**config.mk**
```make
export PLATFORM = sky130hd
export DESIGN_NAME = j_jslave
export DESIGN_NICKNAME = d
export VERILOG_FILES = /design/src/rtl/j_jslave.sv
export SDC_FILE = /design/constraint.sdc
export NUM_CORES = 1
export LEC_CHECK = 0
export CORE_AREA = 4 4 109 111
export CTS_CLUSTER_SIZE = 28
export DETAILED_ROUTE_END_ITERATION = 7
export DIE_AREA = 0 0 113 115
export PLACE_DENSITY_LB_ADDON = 0.25
export SYNTH_ARGS = -nofsm -noshare
export SYNTH_HDL_FRONTEND = slang
export SYNTH_SLANG_ARGS = --single-unit
```
**constraint.sdc**
```tcl
create_clock -name sys_clk -period 2.8 [get_ports sys_clk]
set_input_delay 0.84 -clock sys_clk [delete_from_list [all_inputs] [get_ports sys_clk]]
set_output_delay 0.84 -clock sys_clk [all_outputs]
set_load 0.1 [all_outputs]
```
**src/rtl/j_jslave.sv**
```systemverilog
// j_jslave: external 16-bit bus responder for Jerry. It turns master cycles into
// internal register/DSP-RAM accesses and pairs 16-bit halves of 32-bit RAM words through latches.
module j_jslave #(
    parameter logic [7:0]  BASE_HI = 8'hF1,
    parameter logic [23:0] RAM_LO  = 24'hF1B000,
    parameter logic [23:0] RAM_HI  = 24'hF1CFFF,
    parameter int unsigned TMO     = 15
) (
    input  logic        sys_clk,
    input  logic        resetl,
    input  logic [23:0] ain,
    input  logic [15:0] din,
    input  logic        rw,
    input  logic        strobe,
    input  logic        bigend,
    output logic [23:0] ra,
    output logic [31:0] wd,
    output logic        re,
    output logic        we,
    input  logic [31:0] rdata,
    input  logic        rvalid,
    output logic [15:0] dout,
    output logic        doe,
    output logic        ack,
    output logic        tmo_err
);

    typedef enum logic [2:0] {S_IDLE, S_REQ, S_WAIT, S_ACK, S_HOLD} state_t;

    localparam logic [3:0] TMO_LAST = 4'(TMO - 1);

    state_t      state_q, state_d;
    logic [23:0] ra_q, ra_d;
    logic [31:0] wd_q, wd_d;
    logic [15:0] dout_q, dout_d;
    logic [15:0] hi_lat_q, hi_lat_d;
    logic [15:0] lo_lat_q, lo_lat_d;
    logic        rd_q, rd_d;
    logic        ram_q, ram_d;
    logic        tmo_q, tmo_d;
    logic [3:0]  cnt_q, cnt_d;

    logic        sel;
    logic        ram_hit;
    logic        hi_word;
    logic        latch_only;

    assign sel        = strobe && (ain[23:16] == BASE_HI);
    assign ram_hit    = (ain >= RAM_LO) && (ain <= RAM_HI);
    assign hi_word    = ain[1] ^ bigend;
    // High-word writes and low-word reads are served purely from the latches.
    assign latch_only = ram_hit && (rw ? !hi_word : hi_word);

    always_comb begin
        state_d  = state_q;
        ra_d     = ra_q;
        wd_d     = wd_q;
        dout_d   = dout_q;
        hi_lat_d = hi_lat_q;
        lo_lat_d = lo_lat_q;
        rd_d     = rd_q;
        ram_d    = ram_q;
        tmo_d    = tmo_q;
        cnt_d    = cnt_q;
        unique case (state_q)
            S_IDLE: begin
                if (sel) begin
                    rd_d  = rw;
                    ram_d = ram_hit;
                    tmo_d = 1'b0;
                    if (latch_only) begin
                        if (rw) dout_d   = lo_lat_q;
                        else    hi_lat_d = din;
                        state_d = S_ACK;
                    end else begin
                        ra_d    = ram_hit ? {ain[23:2], 2'b00} : ain;
                        wd_d    = ram_hit ? {hi_lat_q, din} : {din, din};
                        state_d = S_REQ;
                    end
                end
            end
            S_REQ: begin
                cnt_d   = '0;
                state_d = S_WAIT;
            end
            S_WAIT: begin
                if (rvalid) begin
                    if (rd_q) begin
                        if (ram_q) begin
                            dout_d   = rdata[31:16];
                            lo_lat_d = rdata[15:0];
                        end else begin
                            dout_d = rdata[15:0];
                        end
                    end
                    state_d = S_ACK;
                end else if (cnt_q == TMO_LAST) begin
                    dout_d  = '1;
                    tmo_d   = 1'b1;
                    state_d = S_ACK;
                end else begin
                    cnt_d = cnt_q + 4'd1;
                end
            end
            S_ACK: state_d = S_HOLD;
            S_HOLD: begin
                if (!strobe) state_d = S_IDLE;
            end
            default: state_d = S_IDLE;
        endcase
    end

    always_ff @(posedge sys_clk or negedge resetl) begin
        if (!resetl) begin
            state_q  <= S_IDLE;
            ra_q     <= '0;
            wd_q     <= '0;
            dout_q   <= '0;
            hi_lat_q <= '0;
            lo_lat_q <= '0;
            rd_q     <= 1'b0;
            ram_q    <= 1'b0;
            tmo_q    <= 1'b0;
            cnt_q    <= '0;
        end else begin
            state_q  <= state_d;
            ra_q     <= ra_d;
            wd_q     <= wd_d;
            dout_q   <= dout_d;
            hi_lat_q <= hi_lat_d;
            lo_lat_q <= lo_lat_d;
            rd_q     <= rd_d;
            ram_q    <= ram_d;
            tmo_q    <= tmo_d;
            cnt_q    <= cnt_d;
        end
    end

    assign ra      = ra_q;
    assign wd      = wd_q;
    assign dout    = dout_q;
    assign re      = (state_q == S_REQ) && rd_q;
    assign we      = (state_q == S_REQ) && !rd_q;
    assign doe     = ((state_q == S_ACK) || (state_q == S_HOLD)) && rd_q;
    assign ack     = (state_q == S_ACK);
    assign tmo_err = (state_q == S_ACK) && tmo_q;

endmodule

```
==> flow_metrics.env, run 1 <==
export IMPL_status="finished clean"
export IMPL_dr_first_iter_drc_count=159
export IMPL_end_kind="output pin"
export IMPL_slew_violations=0
export IMPL_synth_area_um2=5010
export IMPL_drc=0
export IMPL_first_pass_iters=4
export IMPL_ys_flop_type="dfrtp_1"
export IMPL_async_flop_share_pct=100
export IMPL_grt_max_degree=44
export IMPL_cts_buffer_depth=2
export IMPL_grtUsageTotal_pct=19.4
export IMPL_grt_antenna_before_repair=0
export IMPL_fin_nets=645
export IMPL_rows=38
export IMPL_finalClockSkew_ps=3.98
export IMPL_r2r_slack_ps=760
export IMPL_tns_ps=0
export IMPL_vias=3703
export IMPL_synthTopCellsByCount="114 x dfrtp_1, 69 x mux2_2, 43 x nor2_1"
export IMPL_multi_input_area_um2=2060
export IMPL_cts_resized=0
export IMPL_pin_count=155
export IMPL_design_area_um2=7380
export IMPL_start_kind="flip-flop"
export IMPL_synth_distinct_cells=41
export IMPL_synth_cells=385
export IMPL_synth_ff_latch_count=114
export IMPL_cts_sink_count=114
export IMPL_syn_nets=465
export IMPL_maxCapViolations=0
export IMPL_arrival_ps=1830
export IMPL_setup_viol=0
export IMPL_n_antenna_cell=0
export IMPL_start_util_pct=46.5
export IMPL_required_ps=1960
export IMPL_fp_coreArea_um2=10800
export IMPL_hold_path_class="primary input to asynchronous set/reset pin"
export IMPL_seq_area_um2=2850
export IMPL_clock_root_buffer="clkbuf_8"
export IMPL_max_slew_margin_rel_pct=68.2
export IMPL_grt_overflow=0
export IMPL_place_congestion=0.808
export IMPL_clock_fmax_mhz=374
export IMPL_cts_buffers=17
export IMPL_syn_area_per_cell_um2=13.0
export IMPL_yosys_top_cells_area="dfrtp_1 57%, mux2_2 15%, mux2i_1 6.4%, nor2_1 3.2%, mux2_4 3.0%"
export IMPL_dp_hpwl_um=8540
export IMPL_cp_max_fo=10
export IMPL_clock_latency_ps=510
export IMPL_dieWidth_um=113
export IMPL_cts_tree="done"
export IMPL_htree_levels=4
export IMPL_synth_edff_count=0
export IMPL_post_cts_buffers=0
export IMPL_io_buffers=154
export IMPL_syn_to_final_growth_pct=47.2
export IMPL_reg2reg_to="wd[5]$_DFFE_PN0P_"
export IMPL_synth_most_common_cell="dfrtp_1"
export IMPL_r2r_start="state_q[0]$_DFFE_PN0P_"
export IMPL_dp_cells=686
export IMPL_grt_pass1_vias=4014
export IMPL_hold_violations=0
export IMPL_tightest_slew_ps=478
export IMPL_instances_no_fill=718
export IMPL_wl_um=11900
export IMPL_power_leakage_nw=3.71
export IMPL_finalCritPeriodShare_pct=95.4
export IMPL_drive_gt1_share_pct=40.1
export IMPL_ir_drop_uv=745
export IMPL_avgViaCountPerCell=5.16
export IMPL_path_clk_slew_ps=60
export IMPL_min_period_ps=2670
export IMPL_fillers=806
export IMPL_ant_nets=0
export IMPL_detailed_place_area_um2=6780
export IMPL_yosys_warnings=0
export IMPL_ys_seq_area_share_pct=56.9
export IMPL_total_power_mw=6.88
export IMPL_die_h_um=115
export IMPL_dieArea_um2=13000
export IMPL_powerDensity_nw_per_um2=932
export IMPL_yosysTopAreaCell="dfrtp_1"
export IMPL_finish_utilization_pct=68.4
export IMPL_rsz0062_at_grt="false"
export IMPL_grt_pass1_wl_um=19900
export IMPL_rr_worst_depth=6
export IMPL_synth_top_area_share_pct=56.9
export IMPL_holdBufCountCts=0
export IMPL_wl_per_cell_um=16.5
export IMPL_criticalPathCategory="flip-flop to output pin"
[kinds of logic (layout without fill, tap and decap cells)]
family / Yosys count / in the layout / synth area share (%)
fa+ha+maj: 2 / 2 / 0.499
compound gates: 49 / 49 / 6.11
flops: 114 / 114 / 56.9
xor+xnor: 4 / 4 / 0.699
simple gates: 80 / 80 / 8.34
mux: 111 / 111 / 24.9
buf+inv: 25 / 218 / 2.57
[where the power goes]
| part | internal [mW] | switching, mW |
|---|---|---|
| Sequential | 1.85 | 0.163 |
| Clock | 1.42 | 0.726 |
| Combinational | 0.843 | 1.88 |
[how the worst max path moves through the flow]
stage                               end  slack (ps)  depth (start not counted)              startpoint
finish                               we         130                          4  state_q[2]$_DFFE_PN0P_
global route                        doe          70                          4  state_q[0]$_DFFE_PN0P_
CTS                                  we         120                          4  state_q[2]$_DFFE_PN0P_
detailed placement  dout[4]$_DFFE_PN0P_        -310                          7                 ain[19]
global placement    dout[5]$_DFFE_PN0P_        -260                          7                 ain[19]
floorplan                           doe          70                          5  state_q[0]$_DFFE_PN0P_
[routing by layer]
layer	GRT usage, %	routed length, µm	vias up
li1	-	-	1748
met1	24.1	5080	1821
met2	31.8	5800	116
met3	6.53	807	18
met4	6.97	181	0
met5	0	0	-
[area by class of cell]
| type | count | area share, % |
|---|---|---|
| Tap cell | 140 | 2.37 |
| Multi-Input combinational cell | 246 | 28.0 |
| Clock inverter | 9 | 1.75 |
| Timing Repair Buffer | 184 | 22.8 |
| Sequential cell | 114 | 38.7 |
| Inverter | 2 | 0.102 |
| Clock buffer | 23 | 6.32 |
[stage by stage]
stage	worst slack (ps)	hold slack (ps)
3_3_place_gp	-258	457
3_5_place_dp	-313	462
2_1_floorplan	74.4	456
5_1_grt	67.6	303
4_1_cts	120	288
6_report	128	281
[cells in the final DEF (no fill, tap or decap), types with 3 or more instances in the layout]
| cell | Yosys | routed |
|---|---|---|
| a21oi_1 | 20 | 20 |
| a31oi_1 | 17 | 17 |
| buf_12 | 0 | 9 |
| buf_4 | 1 | 99 |
| bufinv_16 | 0 | 3 |
| clkbuf_1 | 12 | 3 |
| clkbuf_16 | 0 | 16 |
| clkbuf_8 | 0 | 4 |
| clkdlybuf4s50_1 | 0 | 76 |
| clkinv_2 | 0 | 3 |
| dfrtp_1 | 114 | 114 |
| mux2_2 | 69 | 69 |
| mux2_4 | 10 | 10 |
| mux2i_1 | 32 | 32 |
| nand2_1 | 6 | 6 |
| nand3_1 | 4 | 4 |
| nor2_1 | 43 | 41 |
| nor2b_1 | 5 | 4 |
| or2_2 | 5 | 5 |
[worst max-delay path, stage by stage, from the launching register on]
cell,delay [ps]
dfrtp_1,490
nor2_1,270
nand2_1,180
nor2_2,180
buf_12,190
[flip-flops by register name, summed over array words and instances (netlist names)]
register  flops
wd           32
ra           24
dout         16
hi_lat_q     16
lo_lat_q     16
cnt_q         4
state_q       3
ram_q         1
rd_q          1
tmo_q         1
Power figures use the tool's default switching activity.
==> inputs of run 2 (changes only) <==
- CTS_CLUSTER_SIZE: 28 -> 25
- SLEW_MARGIN: unset -> 20
==> results of run 2 <==
Final layout, timing and power as in run 1 (identical DEF).
==> inputs of run 3 (changes only) <==
- CELL_PAD_IN_SITES_DETAIL_PLACEMENT: unset -> 0
- CELL_PAD_IN_SITES_GLOBAL_PLACEMENT: unset -> 1
- CORE_AREA: 4 4 109 111 -> 4 4 122 124
- DIE_AREA: 0 0 113 115 -> 0 0 126 128
- REMOVE_ABC_BUFFERS: unset -> 1
==> run 3 against run 2 <==
Worst setup slack better by 3.2 ps. Count of clock-buffer cells in the layout unchanged. First-iteration DRC count down 28%. Clock skew up 1.6 ps. Global-route usage down 4.2 points. Via count down 2.5%. Largest power group unchanged. Highest routed layer unchanged.
==> flow_metrics.env, run 3 (same netlist as run 1, synthesis figures left out) <==
export IMPL_cp_max_fo=16
export IMPL_reg2reg_to="ra[10]$_DFFE_PN0P_"
export IMPL_setup_viol=0
export IMPL_grt_pass1_vias=3802
export IMPL_htree_levels=4
export IMPL_rows=43
export IMPL_ant_nets=0
export IMPL_drc=0
export IMPL_grt_antenna_before_repair=0
export IMPL_total_power_mw=7.05
export IMPL_rr_worst_depth=6
export IMPL_hold_violations=0
export IMPL_criticalPathCategory="primary input to flip-flop"
export IMPL_p_seq_share_pct=28.4
export IMPL_cts_tree="done"
export IMPL_tightest_slew_ps=479
export IMPL_cts_buffer_depth=2
export IMPL_end_kind="flip-flop"
export IMPL_p_comb_share_pct=38.0
export IMPL_required_ps=3090
export IMPL_clock_fmax_mhz=375
export IMPL_status="finished clean"
export IMPL_cts_sink_count=114
export IMPL_tns_ps=0
export IMPL_max_slew_margin_rel_pct=68.0
export IMPL_grt_pass1_wl_um=19300
export IMPL_instances_no_fill=753
export IMPL_dp_cells=721
export IMPL_cts_resized=0
export IMPL_timing_hold_ws_ps=387
export IMPL_post_cts_buffers=0
export IMPL_finalCritPeriodShare_pct=95.3
export IMPL_startpoint="ain[19]"
export IMPL_hold_path_class="primary input to asynchronous set/reset pin"
export IMPL_avgViaCountPerCell=4.80
export IMPL_grt_max_degree=52
export IMPL_fillers=1235
export IMPL_r2r_start="state_q[0]$_DFFE_PN0P_"
export IMPL_dr_first_iter_drc_count=114
export IMPL_endpoint="dout[7]$_DFFE_PN0P_"
export IMPL_start_kind="primary input"
export IMPL_holdBufCountCts=0
export IMPL_die_h_um=128
export IMPL_r2r_slack_ps=770
export IMPL_rsz0062_at_grt="false"
export IMPL_slew_violations=0
export IMPL_final_cell_mix="114 x dfrtp_1, 95 x buf_4, 76 x clkdlybuf4s50_1"
export IMPL_finish_utilization_pct=53.9
export IMPL_p_int_mw=4.31
export IMPL_vias=3612
export IMPL_path_clk_slew_ps=50
export IMPL_power_switching_mw=2.74
export IMPL_grtUsageTotal_pct=15.2
export IMPL_slowest_delay_ps=440
export IMPL_min_period_ps=2670
export IMPL_setup_slack_ps=132
export IMPL_share_clk_of_total_power_pct=33.6
export IMPL_seq_area_um2=2850
export IMPL_multi_input_area_um2=2050
export IMPL_dieArea_um2=16100
export IMPL_syn_to_final_growth_pct=48.0
export IMPL_grt_overflow=0
export IMPL_n_antenna_cell=0
export IMPL_finalClockSkew_ps=5.62
export IMPL_start_util_pct=36.4
export IMPL_pin_count=155
export IMPL_clock_root_buffer="clkbuf_16"
export IMPL_largest_reg_flops=32
export IMPL_critPathSlowestCell="clkdlybuf4s50_1"
export IMPL_powerDensity_nw_per_um2=951
export IMPL_clock_latency_ps=410
export IMPL_detailed_place_area_um2=6770
export IMPL_power_share_switching_pct=38.9
export IMPL_drive_gt1_share_pct=38.9
export IMPL_ir_drop_uv=456
export IMPL_power_leakage_nw=3.71
export IMPL_fp_coreArea_um2=13800
export IMPL_place_congestion=0.753
export IMPL_io_buffers=154
export IMPL_wl_per_cell_um=15.7
export IMPL_first_pass_iters=4
export IMPL_dp_hpwl_um=8450
export IMPL_final_common_cell="dfrtp_1"
export IMPL_cts_buffers=17
export IMPL_cp_cell_sequence="clkdlybuf4s50_1, nor4b_4, buf_4, nand3_1, a211o_1, nor4_4, buf_12, mux2_2"
export IMPL_fin_nets=640
export IMPL_maxCapViolations=0
export IMPL_wl_um=11800
export IMPL_dieWidth_um=126
export IMPL_place_ws_ps=-298
export IMPL_design_area_um2=7420
export IMPL_arrival_ps=2960
-- run 3: cell type report --
cell class                      instances  share of cell area, %
Clock buffer                           23                   6.44
Clock inverter                          9                   2.38
Inverter                                2                  0.101
Multi-Input combinational cell        246                   27.6
Sequential cell                       114                   38.4
Tap cell                              180                   3.04
Timing Repair Buffer                  179                   22.0
-- run 3: worst min-delay path by stage --
stage                                  start                  endpoint  slack, ps  cells after the start
final                                 resetl  lo_lat_q[13]$_DFFE_PN0P_        390                      1
after global routing                  resetl  lo_lat_q[13]$_DFFE_PN0P_        420                      1
after CTS                             resetl      dout[13]$_DFFE_PN0P_        390                      1
after detailed placement  ra[22]$_DFFE_PN0P_        ra[22]$_DFFE_PN0P_        460                      1
after global placement    ra[16]$_DFFE_PN0P_        ra[16]$_DFFE_PN0P_        460                      1
after floorplan            tmo_q$_DFFE_PN0P_         tmo_q$_DFFE_PN0P_        460                      1
-- run 3: metal layers --
layer / global-route usage, % / vias up / part of all wire [%]
met1: 19.4 / 1760 / 44
met5: 0 / - / 0
met2: 23.2 / 107 / 47
met4: 6.44 / 0 / 1.6
met3: 5.83 / 15 / 7.2
li1: - / 1730 / -
-- run 3: power by group through the flow --
stage	registers [mW]	logic, mW	clock network, mW
after detailed placement	2.03	2.69	0
after CTS	2.00	2.71	2.42
after global routing	2.03	2.82	2.51
after global placement	2.03	2.67	0
after floorplan	3.07	0.903	0
final	2.00	2.68	2.37
-- run 3: worst max-delay path, delay by kind of cell --
kind                   cells  cell delay, ps
buffers and inverters      3             780
AND/OR/NAND/NOR            3             600
AO/OA/AOI/OAI              1             380
multiplexers               1             340
